<file path="src/rtl/io_atr_sequencer.sv">
`default_nettype none
// ============================================================================
//  Module   : io_atr_sequencer
//  Purpose  : Auto TX/RX GPIO pattern sequencer with programmable guard delays,
//             configured over the serial register bus.
//  Option   : IO_ATR_SWITCH_COUNT_EN adds the tx_switch_count output/counter.
//  Revision : 1.0 - initial release
// ============================================================================
module io_atr_sequencer #(
  parameter logic [6:0]  BASE_ADDR = 7'd80,
  parameter int unsigned DELAY_W   = 12
) (
  input  logic        clock,
  input  logic        reset_n,
  input  logic [6:0]  serial_addr,
  input  logic [31:0] serial_data,
  input  logic        serial_strobe,
  input  logic        tx_active,
  input  logic [15:0] gpio_in,
  output logic [15:0] atr_out,
  output logic [1:0]  atr_state
`ifdef IO_ATR_SWITCH_COUNT_EN
  ,
  output logic [15:0] tx_switch_count
`endif
);

  localparam logic [6:0]         C_ADDR_CTRL  = BASE_ADDR;
  localparam logic [6:0]         C_ADDR_MASK  = BASE_ADDR + 7'd1;
  localparam logic [6:0]         C_ADDR_TXVAL = BASE_ADDR + 7'd2;
  localparam logic [6:0]         C_ADDR_RXVAL = BASE_ADDR + 7'd3;
  localparam logic [6:0]         C_ADDR_DELAY = BASE_ADDR + 7'd4;
  localparam logic [DELAY_W-1:0] C_CNT_ONE    = {{(DELAY_W-1){1'b0}}, 1'b1};

  typedef enum logic [1:0] {
    ST_RX       = 2'd0,
    ST_TX_DELAY = 2'd1,
    ST_TX       = 2'd2,
    ST_RX_DELAY = 2'd3
  } state_t;

  state_t               state_q;
  logic [DELAY_W-1:0]   cnt_q;

  logic                 enable_q,   enable_d;
  logic [15:0]          mask_q,     mask_d;
  logic [15:0]          txval_q,    txval_d;
  logic [15:0]          rxval_q,    rxval_d;
  logic [DELAY_W-1:0]   tx_delay_q, tx_delay_d;
  logic [DELAY_W-1:0]   rx_delay_q, rx_delay_d;

  logic                 w_wr_ctrl;
  logic                 w_wr_mask;
  logic                 w_wr_txval;
  logic                 w_wr_rxval;
  logic                 w_wr_delay;
  logic                 w_fsm_run;
  logic                 w_tx_entry;
  logic [15:0]          w_sel;
  logic                 w_unused_data;

  assign w_wr_ctrl  = serial_strobe && (serial_addr == C_ADDR_CTRL);
  assign w_wr_mask  = serial_strobe && (serial_addr == C_ADDR_MASK);
  assign w_wr_txval = serial_strobe && (serial_addr == C_ADDR_TXVAL);
  assign w_wr_rxval = serial_strobe && (serial_addr == C_ADDR_RXVAL);
  assign w_wr_delay = serial_strobe && (serial_addr == C_ADDR_DELAY);

  // Upper data bits are only partially decoded depending on DELAY_W.
  assign w_unused_data = ^serial_data;

  // A CTRL write clearing enable forces RX on the same edge as the write.
  assign w_fsm_run = enable_q && !(w_wr_ctrl && !serial_data[0]);

  // Entry into TX from RX or TX_DELAY; RX_DELAY re-entry is deliberately excluded.
  assign w_tx_entry = w_fsm_run && tx_active &&
                      (((state_q == ST_RX) && (tx_delay_q == '0)) ||
                       ((state_q == ST_TX_DELAY) && (cnt_q == '0)));

  always_comb begin
    enable_d   = enable_q;
    mask_d     = mask_q;
    txval_d    = txval_q;
    rxval_d    = rxval_q;
    tx_delay_d = tx_delay_q;
    rx_delay_d = rx_delay_q;
    if (w_wr_ctrl)  enable_d = serial_data[0];
    if (w_wr_mask)  mask_d   = serial_data[15:0];
    if (w_wr_txval) txval_d  = serial_data[15:0];
    if (w_wr_rxval) rxval_d  = serial_data[15:0];
    if (w_wr_delay) begin
      tx_delay_d = serial_data[DELAY_W-1:0];
      rx_delay_d = serial_data[16+DELAY_W-1:16];
    end
  end

  always_ff @(posedge clock or negedge reset_n) begin
    if (!reset_n) begin
      enable_q   <= 1'b0;
      mask_q     <= '0;
      txval_q    <= '0;
      rxval_q    <= '0;
      tx_delay_q <= '0;
      rx_delay_q <= '0;
    end else begin
      enable_q   <= enable_d;
      mask_q     <= mask_d;
      txval_q    <= txval_d;
      rxval_q    <= rxval_d;
      tx_delay_q <= tx_delay_d;
      rx_delay_q <= rx_delay_d;
    end
  end

  always_ff @(posedge clock or negedge reset_n) begin
    if (!reset_n) begin
      state_q <= ST_RX;
      cnt_q   <= '0;
    end else if (!w_fsm_run) begin
      state_q <= ST_RX;
      cnt_q   <= '0;
    end else begin
      case (state_q)
        ST_RX: begin
          if (tx_active) begin
            if (tx_delay_q == '0) begin
              state_q <= ST_TX;
            end else begin
              state_q <= ST_TX_DELAY;
              cnt_q   <= tx_delay_q - C_CNT_ONE;
            end
          end
        end
        ST_TX_DELAY: begin
          if (!tx_active) begin
            state_q <= ST_RX;
          end else if (cnt_q == '0) begin
            state_q <= ST_TX;
          end else begin
            cnt_q <= cnt_q - C_CNT_ONE;
          end
        end
        ST_TX: begin
          if (!tx_active) begin
            if (rx_delay_q == '0) begin
              state_q <= ST_RX;
            end else begin
              state_q <= ST_RX_DELAY;
              cnt_q   <= rx_delay_q - C_CNT_ONE;
            end
          end
        end
        ST_RX_DELAY: begin
          if (tx_active) begin
            state_q <= ST_TX;
          end else if (cnt_q == '0) begin
            state_q <= ST_RX;
          end else begin
            cnt_q <= cnt_q - C_CNT_ONE;
          end
        end
      endcase
    end
  end

`ifdef IO_ATR_SWITCH_COUNT_EN
  logic [15:0] count_q;

  always_ff @(posedge clock or negedge reset_n) begin
    if (!reset_n) begin
      count_q <= '0;
    end else if (w_wr_ctrl && serial_data[1]) begin
      count_q <= '0;
    end else if (w_tx_entry) begin
      count_q <= count_q + 16'd1;
    end
  end

  assign tx_switch_count = count_q;
`else
  logic w_unused_entry;
  assign w_unused_entry = w_tx_entry;
`endif

  always_comb begin
    w_sel = ((state_q == ST_TX) || (state_q == ST_RX_DELAY)) ? txval_q : rxval_q;
    if (enable_q) begin
      atr_out = (gpio_in & ~mask_q) | (w_sel & mask_q);
    end else begin
      atr_out = gpio_in;
    end
  end

  assign atr_state = state_q;

endmodule
`default_nettype wire

</file>
<file path="config.mk">
export PLATFORM = sky130hd
export DESIGN_NAME = io_atr_sequencer
export DESIGN_NICKNAME = d
export VERILOG_FILES = /design/src/rtl/io_atr_sequencer.sv
export SDC_FILE = /design/constraint.sdc
export NUM_CORES = 1
export LEC_CHECK = 0
export ABC_AREA = 1
export CORE_MARGIN = 2
export CORE_UTILIZATION = 58
export DETAILED_ROUTE_END_ITERATION = 8
export PLACE_DENSITY = 0.86
export SLEW_MARGIN = 20
export SYNTH_ARGS = -nofsm -noshare
export SYNTH_HDL_FRONTEND = slang
export SYNTH_SLANG_ARGS = --single-unit
</file>
<file path="constraint.sdc">
create_clock -name clock -period 4 [get_ports clock]
set_clock_uncertainty 0.1 [all_clocks]
set_input_delay 0.4 -clock clock [delete_from_list [all_inputs] [get_ports clock]]
set_output_delay 0.4 -clock clock [all_outputs]
set_load 0.02 [all_outputs]
</file>
==> results of run 1 <==
stage by stage:
step	utilization (%)	cells	total power, W
6_report	72.2	746	0.00206
5_1_grt	72.2	746	0.00216
4_1_cts	72.0	745	0.00206
3_5_place_dp	69.4	729	0.00143
3_3_place_gp	69.4	729	0.00141
2_1_floorplan	-	575	0.00128
power by group through the flow:
stage / combinational, W / clock, W / sequential, W
3_3_place_gp: 0.000393 / 0 / 0.00102
6_report: 0.000408 / 0.000640 / 0.00101
5_1_grt: 0.000465 / 0.000685 / 0.00102
4_1_cts: 0.000409 / 0.000646 / 0.00101
2_1_floorplan: 0.000277 / 0 / 0.00100
3_5_place_dp: 0.000406 / 0 / 0.00102
cell families (layout without fill, tap and decap cells):
logic type	count (synthesis)	after routing	share of synthesized area, %
flops	87	87	47.3
fa+ha+maj	1	1	0.272
xor+xnor	3	3	0.571
mux	12	12	3.43
compound gates	101	101	11.4
buf+inv	84	153	7.91
simple gates	287	287	29.0
flip-flops by register name, summed over array words and instances (netlist names):
signal / flops
atr_state: 2
rx_delay_q: 12
txval_q: 16
tx_delay_q: 12
enable_q: 1
cnt_q: 12
rxval_q: 16
mask_q: 16
cell usage in the layout, fill, tap and decap left out, types with 6 or more instances in the layout:
cell type and instances:
sky130_fd_sc_hd__nand3_2 7, sky130_fd_sc_hd__nor2_4 7, sky130_fd_sc_hd__mux2_2 6, sky130_fd_sc_hd__inv_1 55, sky130_fd_sc_hd__nor2_2 8, sky130_fd_sc_hd__a21oi_1 16, sky130_fd_sc_hd__inv_2 6, sky130_fd_sc_hd__dfrtp_1 87
sky130_fd_sc_hd__o21ai_0 77, sky130_fd_sc_hd__clkbuf_8 9, sky130_fd_sc_hd__nand3_1 26, sky130_fd_sc_hd__clkdlybuf4s50_1 71, sky130_fd_sc_hd__nand2_2 8, sky130_fd_sc_hd__mux2_4 6, sky130_fd_sc_hd__nor2_1 34, sky130_fd_sc_hd__nand2_1 184
routing by layer:
metal	up-vias	track usage [%]	wire (um)
met3	13	3.87	575
met2	128	43.9	5160
met5	-	0	0
met4	0	8.70	143
met1	1883	34.6	4510
li1	1957	-	-
critical path, delay by kind of cell, from the launching register on:
| kind | cells | cell delay [ps] |
|---|---|---|
| AND/OR/NAND/NOR | 1 | 90 |
| buffers and inverters | 2 | 1240 |
| flip-flops | 1 | 680 |
| AO/OA/AOI/OAI | 1 | 330 |
cell type report:
type | instances | area share, %
Inverter | 61 | 4.12
Sequential cell | 87 | 39.2
Clock buffer | 9 | 2.23
Clock inverter | 7 | 1.42
Tap cell | 102 | 2.30
Multi-Input combinational cell | 404 | 37.1
Timing Repair Buffer | 76 | 13.6
cell usage after synthesis, types with 2 or more instances:
master / instances
sky130_fd_sc_hd__nand2_1: 184
sky130_fd_sc_hd__dfrtp_1: 87
sky130_fd_sc_hd__o21ai_0: 77
sky130_fd_sc_hd__inv_1: 55
sky130_fd_sc_hd__nor2_1: 34
sky130_fd_sc_hd__nand3_1: 26
sky130_fd_sc_hd__a21oi_1: 16
sky130_fd_sc_hd__clkbuf_1: 12
sky130_fd_sc_hd__nand2_2: 8
sky130_fd_sc_hd__nor2_2: 8
sky130_fd_sc_hd__nand3_2: 7
sky130_fd_sc_hd__nor2_4: 7
sky130_fd_sc_hd__inv_2: 6
sky130_fd_sc_hd__mux2_2: 6
sky130_fd_sc_hd__mux2_4: 6
sky130_fd_sc_hd__buf_4: 4
sky130_fd_sc_hd__buf_6: 4
sky130_fd_sc_hd__nand3b_1: 4
sky130_fd_sc_hd__o31ai_1: 4
sky130_fd_sc_hd__buf_2: 3
sky130_fd_sc_hd__nand4_1: 3
sky130_fd_sc_hd__o21a_1: 3
sky130_fd_sc_hd__xnor2_1: 2
worst paths after layout:
check | to | slack (ps) | cells after the start
setup / recovery | atr_out[15] | 810 | 4
hold / removal | enable_q$_DFFE_PN0N_ | 10 | 1
setup reg to reg | cnt_q[8]$_DFFE_PN0P_ | 1220 | 12
hold reg to reg | tx_delay_q[8]$_DFFE_PN0P_ | 390 | 2
max in group asynchronous | cnt_q[10]$_DFFE_PN0P_ | 2980 | 2
min in group clock | tx_delay_q[8]$_DFFE_PN0P_ | 390 | 2
==> results by group, run 1 <==
Clocking
  – TritonCTS buffer count: 9
  – TritonCTS Sinks: 87
  – Count of H-tree levels built during CTS: 3
  – Count of hold-fix buffers inserted at cts: 0
  – TritonCTS clock tree: done
  – Clock-pin slew on the worst setup and hold paths: 90 ps
  – # resized after CTS: 0
  – Clock Path Buffers: 2
  – Clock tree root buffer cell: sky130_fd_sc_hd__clkbuf_8
  – Skew-Pair Late Insertion Delay: about 360 ps
  – Number of buffers added for setup after CTS: 0

Drt
  – Post-detailed-route DRC marker count: 0
  – Total wirelength of the detailed-routed design: 10400 um
  – Number of routed nets with antenna violations: 0
  – Drt wl/cell: roughly 14 um
  – First-pass iteration count of the detailed router: 5
  – Iter 0 DRT Violations: 302
  – Routed via count divided by cell count: roughly 5.3
  – Total vias in the final route: 3981

Synth
  – Syn_nets: about 640
  – Synth warnings: 0
  – Synthesized instance count: ~580
  – Sequential area share after synthesis: a little under half
  – Post-synth top area cell: sky130_fd_sc_hd__dfrtp_1
  – Area contributors post-synth: sky130_fd_sc_hd__dfrtp_1 47%, sky130_fd_sc_hd__nand2_1 15%, sky130_fd_sc_hd__o21ai_0 8.4%, sky130_fd_sc_hd__inv_1 4.5%, sky130_fd_sc_hd__nand3_1 2.8%
  – Post-synth EDFFs: 0
  – Prevailing post-synth register cell: sky130_fd_sc_hd__dfrtp_1
  – Flip-flop and latch count after synthesis: 87
  – Asr flop ratio synth: 100%
  – Synthesized area divided by synthesized cell count: ~8 um2
  – Share of the synthesized area in the top cell type: between 40 and 50%
  – Post-Synthesis Cell Area: 0.00460 mm2
  – Synth unique cells: 32

Finish
  – Sequential cell area: between 0.002 and 0.0025 mm2
  – Post-route standard cell area excluding fillers: roughly 0.0056 mm2
  – Footprint of the multi-input gates: roughly 0.0021 mm2
  – Final Net Count: about 700
  – Layout cell share with drive strength beyond 1: 11.6%
  – Filler Cells Inserted: approximately 580
  – Layout-stage area growth over the synthesis result: 20.7%
  – # diodes: 0

Setup path
  – CP Capture Type: primary output
  – Cell Chain, Critical Path: inv_2 > nor2_1 > o31ai_1 > clkdlybuf4s50_1
  – Crit path launch: atr_state[1]$_DFFE_PN0P_
  – Top fanout value on the critical path: 31
  – Kind of start point of the critical path: flip-flop
  – Worst Path Arrival: 2690 ps
  – FF-to-FF Start: atr_state[1]$_DFFE_PN0P_
  – Category of the most critical setup path: flip-flop to primary output
  – Library cell contributing the largest single delay on the critical path: sky130_fd_sc_hd__dfrtp_1
  – Max incr delay on CP: around 680 ps
  – Worst EP required: 3500 ps

Placement
  – Weighted congestion at the end of routability-driven global placement: 0.951
  – Placement-stage worst setup slack: between 1000 and 1500 ps
  – Count of buffers from port buffering: around 70
  – Half-perimeter wire length of the detailed placement result: around 7400 um
  – Post-placement cell area: 0.00533 mm2

GRT
  – Via count of the first global-routing pass: 3973
  – Pin count of the biggest net entering global routing: 64
  – Aggregate global-route resource usage: 26.0%
  – Initial antenna violation count: 0
  – Total overflow reported by the global router: 0
  – First-pass GRT wire length: between 15000 and 20000 um

Timing
  – Period utilization: 79.9%
  – Final period demand of the worst path: roughly 3200 ps
  – Peak clock frequency supported by timing: between 0.3 and 0.4 GHz
  – Unrepaired setup endpoints after global routing: false
  – Final-layout setup total negative slack: 0 ps
  – Final hold viol count: 0
  – Final worst-path setup slack: slightly above 800 ps
  – Worst-case headroom to the max-slew limit: a little under half
  – Transition time of the tightest slew-check pin: about 790 ps
  – Worst hold slack: between 10 and 15 ps
  – Final Max Tran Viols: 0
  – Final setup vio count: 0

Die
  – Initial Utilization: 59.8%
  – Die H: 93.1 um
  – Core area: 0.00769 mm2
  – Number of cell rows: 32
  – Floorplan die width: between 90 and 100 um
  – # IOs: between 70 and 80
  – Die area: 0.00866 mm2

Power and ir drop
  – Internal cell power: approximately 0.0014 W
  – Sw frac: 30.6%
  – Part of the power in registers: 49.0%
  – IR drop worst, VDD: ~0.22 mV
  – Static Leak: between 2 and 3 nW
  – Power spent charging and discharging nets: about 0.00063 W
  – Comb pwr share: 19.9%
  – Clk pwr share: roughly 31%
  – P per Cell Area: roughly 370 mW/mm2

Worst hold path
  – Worst min-delay path class: input pin to asynchronous set/reset pin

Job
  – Maximum capacitance violations: 0

Outcome
  – Result of the run: finished clean
Power figures use the tool's default switching activity.
==> inputs of run 2 (changes only) <==
--- a/config.mk
+++ b/config.mk
@@ -7,9 +7,9 @@
 export LEC_CHECK = 0
 export ABC_AREA = 1
 export CORE_MARGIN = 2
-export CORE_UTILIZATION = 58
+export CORE_UTILIZATION = 48
 export DETAILED_ROUTE_END_ITERATION = 8
-export PLACE_DENSITY = 0.86
+export PLACE_DENSITY = 0.76
 export SLEW_MARGIN = 20
 export SYNTH_ARGS = -nofsm -noshare
 export SYNTH_HDL_FRONTEND = slang
==> constraint.sdc (replaced) <==
create_clock -name clock -period 2.7 [get_ports clock]
set_clock_uncertainty 0.1 [all_clocks]
set_input_delay 0.27 -clock clock [delete_from_list [all_inputs] [get_ports clock]]
set_output_delay 0.27 -clock clock [all_outputs]
set_load 0.02 [all_outputs]
==> results by group, run 2 (synthesized netlist as in run 1, its figures left out) <==
Outcome
  – Result of the run: finished clean

Die
  – Core area: 0.00928 mm2 (+21%)
  – Initial Utilization: 49.6% (-10 points)
  – Floorplan die width: 102 um (+9.5%)
  – Number of cell rows: 35 (+9.4%)
  – # IOs: 77 (unchanged)
  – Die H: 102 um (+9.5%)
  – Die area: 0.0104 mm2 (+20%)

Setup path
  – Worst setup path endpoint: atr_out[11]
  – Top fanout value on the critical path: 18 (-42%)
  – Kind of start point of the critical path: flip-flop
  – Crit path launch: atr_state[1]$_DFFE_PN0P_
  – Worst EP required: 2330 ps (-1170 ps)
  – FF-to-FF End: cnt_q[10]$_DFFE_PN0P_
  – Category of the most critical setup path: flip-flop to primary output
  – Worst reg-to-reg path cell count: 11 (-1)
  – Worst Path Arrival: 2240 ps (-450 ps)
  – CP Capture Type: primary output
  – Setup slack of the worst register-to-register path: 550 ps (-670 ps)
  – FF-to-FF Start: atr_state[1]$_DFFE_PN0P_

Finish
  – Final cell count without fillers: 778 (+4.3%)
  – Sequential cell area: 0.00218 mm2 (about the same)
  – Most frequent cells in the layout: 184 x sky130_fd_sc_hd__nand2_1, 86 x sky130_fd_sc_hd__dfrtp_1, 77 x sky130_fd_sc_hd__o21ai_0
  – Most common library cell in the layout ignoring fill and taps: sky130_fd_sc_hd__nand2_1
  – Post-route standard cell area excluding fillers: 0.00563 mm2 (+1.4%)
  – # diodes: 0 (unchanged)
  – Largest registers: mask_q: 16 flops, rxval_q: 16 flops, txval_q: 16 flops
  – Layout cell share with drive strength beyond 1: 12.3% (+0.68 points)
  – Final Net Count: 706 (+1.0%)
  – Footprint of the multi-input gates: 0.00206 mm2 (unchanged)
  – Filler Cells Inserted: 870 (+50%)
  – Layout-stage area growth over the synthesis result: 22.3%

Drt
  – First-pass iteration count of the detailed router: 4 (-1)
  – Routed via count divided by cell count: 5.04 (-5.6%)
  – Total vias in the final route: 3918 (-1.6%)
  – Number of routed nets with antenna violations: 0 (unchanged)
  – Drt wl/cell: 14.0 um (+0.27%)
  – Total wirelength of the detailed-routed design: 10900 um (+4.6%)
  – Iter 0 DRT Violations: 173 (-43%)
  – Post-detailed-route DRC marker count: 0 (unchanged)

Clocking
  – TritonCTS Sinks: 87 (unchanged)
  – Clock-pin slew on the worst setup and hold paths: 80 ps (about the same)
  – TritonCTS buffer count: 9 (unchanged)
  – Clock Path Buffers: 2 (unchanged)
  – Number of buffers added for setup after CTS: 0 (unchanged)
  – TritonCTS clock tree: done
  – Clock tree root buffer cell: sky130_fd_sc_hd__clkbuf_8
  – Count of H-tree levels built during CTS: 3 (unchanged)
  – Skew-Pair Late Insertion Delay: 360 ps (about the same)

GRT
  – Aggregate global-route resource usage: 22.9% (-3.1 points)
  – First-pass GRT wire length: 18500 um (+3.2%)
  – Total overflow reported by the global router: 0 (unchanged)
  – Pin count of the biggest net entering global routing: 48 (-25%)
  – Initial antenna violation count: 0 (unchanged)
  – Met2 track utilization from global routing: 38.0% (-5.9 points)
  – Global-route met3 utilization: 4.79% (+0.92 points)
  – Fraction of met1 tracks used by global routing: 30.5% (-4.0 points)
  – Via count of the first global-routing pass: 3908 (-1.6%)
  – Peak-usage layer in the global routing report: met2

Power and ir drop
  – IR drop worst, VDD: 0.307 mV (+41%)
  – P per Cell Area: 531 mW/mm2 (+44%)
  – Static Leak: 2.82 nW (+1.0%)

Placement
  – Weighted congestion at the end of routability-driven global placement: 0.920 (-3.3%)
  – Cell count after placement: 763 (+4.7%)
  – Count of buffers from port buffering: 72 (unchanged)
  – Half-perimeter wire length of the detailed placement result: 7920 um (+7.7%)
  – Post-placement cell area: 0.00543 mm2 (+1.9%)

Timing
  – Unrepaired setup endpoints after global routing: true
  – Final hold viol count: 0 (unchanged)
  – Final period demand of the worst path: between 2000 and 3000 ps
  – Peak clock frequency supported by timing: roughly 0.38 GHz
  – Transition time of the tightest slew-check pin: 530 ps (-262 ps)
  – Final Max Tran Viols: 0 (unchanged)
  – Period utilization: a little under 100%
  – Worst-case headroom to the max-slew limit: 64.7% (+17 points)
  – Final setup vio count: 0 (unchanged)

Worst hold path
  – Worst min-delay path class: input pin to asynchronous set/reset pin

Job
  – Maximum capacitance violations: 0 (unchanged)
-- run 2: routing by layer --
layer,wire [um],vias up
met3,452,14
met1,5010,1841
met2,5250,98
met5,0,-
met4,153,0
li1,-,1965
-- run 2: worst min-delay path by stage --
stage	endpoint	slack, ps
after floorplan	atr_state[0]$_DFFE_PN0P_	-130
after global placement	rx_delay_q[8]$_DFFE_PN0P_	180
after detailed placement	rx_delay_q[8]$_DFFE_PN0P_	180
after CTS	rx_delay_q[8]$_DFFE_PN0P_	340
after global routing	rx_delay_q[8]$_DFFE_PN0P_	370
final	rx_delay_q[8]$_DFFE_PN0P_	340
-- run 2: final cells by class --
cell class	count	share of cell area [%]
flip-flops and latches	87	38.7
multi-input cells	404	36.6
repair buffers	83	14.5
inverters	61	4.07
well taps	129	2.87
clock buffers	9	2.20
clock inverters	5	1.07
-- run 2: critical path, stage by stage (launching register included) --
cell and delay (ps):
sky130_fd_sc_hd__dfrtp_2 480, sky130_fd_sc_hd__inv_2 300, sky130_fd_sc_hd__nor2_1 70, sky130_fd_sc_hd__o31ai_1 340
sky130_fd_sc_hd__clkdlybuf4s50_1 680
-- run 2: what timing repair did --
item                                   in CTS  in global routing
setup endpoints to repair                   0                  9
resized for setup                           0                  1
hold buffers                                1                  0
endpoints found under the hold margin      40                  0
-- run 2: through the flow --
step | util [%] | setup WS (ps) | TNS (ps) | power, W | hold WS (ps)
after floorplan | - | 811 | 0 | 0.00189 | -126
after global placement | 58.5 | 479 | 0 | 0.00211 | 175
after detailed placement | 58.5 | 465 | 0 | 0.00213 | 178
after CTS | 60.6 | 47.8 | 0 | 0.00302 | 339
after global routing | 60.6 | -11.8 | -11.8 | 0.00318 | 372
final | 60.6 | 94.1 | 0 | 0.00299 | 342
-- run 2: power breakdown --
part | switching, W | leakage [nW] | internal (W)
Sequential | 0.0000697 | 1.14 | 0.00141
Combinational | 0.000356 | 1.60 | 0.000269
Clock | 0.000462 | 0.0915 | 0.000421
==> inputs of run 3 (changes only) <==
--- a/config.mk
+++ b/config.mk
@@ -8,7 +8,9 @@
 export ABC_AREA = 1
 export CORE_MARGIN = 2
 export CORE_UTILIZATION = 48
+export CTS_CLUSTER_DIAMETER = 40
 export DETAILED_ROUTE_END_ITERATION = 8
+export GPL_ROUTABILITY_DRIVEN = 0
 export PLACE_DENSITY = 0.76
 export SLEW_MARGIN = 20
 export SYNTH_ARGS = -nofsm -noshare
==> results by group, run 3 (synthesized netlist as in run 1, its figures left out) <==
Outcome
  – Result of the run: finished clean

Setup path
  – Setup slack of the worst register-to-register path: 600 ps (+50 ps)
  – Kind of start point of the critical path: flip-flop
  – Crit path launch: atr_state[1]$_DFFE_PN0P_
  – Worst EP required: 2330 ps (about the same)
  – FF-to-FF End: cnt_q[4]$_DFFE_PN0P_
  – Top fanout value on the critical path: 14 (-4)
  – Max incr delay on CP: 600 ps (-80 ps)
  – Worst setup path endpoint: atr_out[5]
  – Category of the most critical setup path: flip-flop to primary output
  – Library cell contributing the largest single delay on the critical path: sky130_fd_sc_hd__clkdlybuf4s50_1
  – Worst reg-to-reg path cell count: 10 (-1)
  – Cell Chain, Critical Path: inv_2 > buf_4 > a21oi_1 > o21ai_0 > nand2_1 > clkdlybuf4s50_1
  – FF-to-FF Start: atr_state[0]$_DFFE_PN0P_
  – CP Capture Type: primary output
  – Worst Path Arrival: 2080 ps (-160 ps)

Clocking
  – Skew-Pair Late Insertion Delay: 350 ps (about the same)
  – Clock Path Buffers: 2 (unchanged)
  – Clock-pin slew on the worst setup and hold paths: 90 ps (about the same)
  – TritonCTS clock tree: done
  – Number of buffers added for setup after CTS: 0 (unchanged)
  – TritonCTS buffer count: 9 (unchanged)
  – Clock tree root buffer cell: sky130_fd_sc_hd__clkbuf_8
  – Count of H-tree levels built during CTS: 3 (unchanged)
  – TritonCTS Sinks: 87 (unchanged)

Drt
  – First-pass iteration count of the detailed router: 6 (+2)
  – Routed via count divided by cell count: 5.02 (-0.31%)
  – Iter 0 DRT Violations: 204 (+18%)
  – Total wirelength of the detailed-routed design: 10400 um (-4.0%)
  – Number of routed nets with antenna violations: 0 (unchanged)
  – Total vias in the final route: 3926 (+0.20%)
  – Post-detailed-route DRC marker count: 0 (unchanged)
  – Drt wl/cell: 13.3 um (-4.4%)

GRT
  – Aggregate global-route resource usage: 21.3% (-1.5 points)
  – Global-route met3 utilization: 3.35% (-1.4 points)
  – Total overflow reported by the global router: 0 (unchanged)
  – Peak-usage layer in the global routing report: met2
  – Fraction of met1 tracks used by global routing: 28.1% (-2.4 points)
  – Pin count of the biggest net entering global routing: 45 (-6.3%)
  – Via count of the first global-routing pass: 3887 (-0.54%)
  – Met2 track utilization from global routing: 34.7% (-3.3 points)
  – Initial antenna violation count: 0 (unchanged)
  – First-pass GRT wire length: 17500 um (-5.6%)

Finish
  – Sequential cell area: 0.00218 mm2 (unchanged)
  – Most frequent cells in the layout: 184 x sky130_fd_sc_hd__nand2_1, 86 x sky130_fd_sc_hd__dfrtp_1, 77 x sky130_fd_sc_hd__o21ai_0
  – Final Net Count: 708 (+0.28%)
  – Largest registers: mask_q: 16 flops, rxval_q: 16 flops, txval_q: 16 flops
  – Most common library cell in the layout ignoring fill and taps: sky130_fd_sc_hd__nand2_1
  – Layout cell share with drive strength beyond 1: 12.9% (+0.54 points)
  – Layout-stage area growth over the synthesis result: 22.9%
  – # diodes: 0 (unchanged)
  – Footprint of the multi-input gates: 0.00206 mm2 (unchanged)
  – Filler Cells Inserted: 836 (-3.9%)

Die
  – # IOs: 77 (unchanged)
  – Initial Utilization: 49.6% (unchanged)
  – Number of cell rows: 35 (unchanged)
  – Die H: 102 um (unchanged)
  – Floorplan die width: 102 um (unchanged)
  – Die area: 0.0104 mm2 (unchanged)
  – Core area: 0.00928 mm2 (unchanged)

Timing
  – Worst-case headroom to the max-slew limit: 59.5% (-5.2 points)
  – Unrepaired setup endpoints after global routing: false
  – Final hold viol count: 0 (unchanged)
  – Transition time of the tightest slew-check pin: 608 ps (+77.4 ps)
  – Period utilization: 90.7% (-5.8 points)
  – Final worst-path setup slack: 250 ps (+156 ps)
  – Final Max Tran Viols: 0 (unchanged)
  – Peak clock frequency supported by timing: 0.408 GHz (+6.4%)
  – Final setup vio count: 0 (unchanged)
  – Final-layout setup total negative slack: 0 ps (unchanged)
  – Final period demand of the worst path: 2450 ps (-156 ps)

Power and ir drop
  – P per Cell Area: 534 mW/mm2 (+0.57%)
  – Static Leak: 2.84 nW (+0.59%)
  – IR drop worst, VDD: 0.244 mV (-20%)
  – Post-layout power: 0.00302 W (+1.0%)

Placement
  – Count of buffers from port buffering: 72 (unchanged)
  – Half-perimeter wire length of the detailed placement result: 7540 um (-4.8%)
  – Placement-stage worst setup slack: 515 ps (+49.6 ps)

Job
  – Maximum capacitance violations: 0 (unchanged)

Worst hold path
  – Worst min-delay path class: input pin to asynchronous set/reset pin
run 3: layout make-up:
| type | count | area share [%] |
|---|---|---|
| inverters | 61 | 4.05 |
| clock inverters | 7 | 1.24 |
| clock buffers | 9 | 2.19 |
| flip-flops and latches | 87 | 38.5 |
| well taps | 129 | 2.86 |
| multi-input cells | 404 | 36.4 |
| repair buffers | 85 | 14.7 |
run 3: metrics by stage:
stage	util, %	std cells	hold WS [ps]	area [um2]
6_report	60.9	782	359	5650
5_1_grt	60.9	782	401	5650
4_1_cts	60.9	782	374	5650
3_5_place_dp	58.7	765	220	5450
3_3_place_gp	58.7	765	210	5450
2_1_floorplan	-	575	-126	4600
run 3: critical path, delay by kind of cell, from the launching register on:
kind	cells	cell delay (ps)
compound gates	2	220
buf+inv	3	950
flops	1	470
simple gates	1	80
run 3: power by group:
group          switching, W  internal [W]
sequential        0.0000710       0.00141
combinational      0.000351      0.000270
clock              0.000485      0.000430
run 3: worst min path at each step:
| stage | end | cells past startpoint | slack (ps) | startpoint |
|---|---|---|---|---|
| 4_1_cts | rx_delay_q[11]$_DFFE_PN0P_ | 2 | 370 | reset_n |
| 6_report | rx_delay_q[4]$_DFFE_PN0P_ | 2 | 360 | reset_n |
| 3_5_place_dp | rx_delay_q[11]$_DFFE_PN0P_ | 1 | 220 | reset_n |
| 2_1_floorplan | atr_state[0]$_DFFE_PN0P_ | 0 | -130 | reset_n |
| 3_3_place_gp | rx_delay_q[4]$_DFFE_PN0P_ | 1 | 210 | reset_n |
| 5_1_grt | rx_delay_q[4]$_DFFE_PN0P_ | 2 | 400 | reset_n |
run 3: what timing repair did:
item,4_1_cts,5_1_grt
hold endpoints to repair,43,0
hold buffers,1,0
resized for setup,0,1
setup endpoints to repair,0,1
run 3: layer usage:
layer  vias to the layer above  share of wire (%)  wire [um]
li1                       1972                  -          -
met1                      1813                 46       4810
met2                       117                 47       4860
met3                        24                4.6        483
met4                         0                2.7        278
met5                         -                  0          0
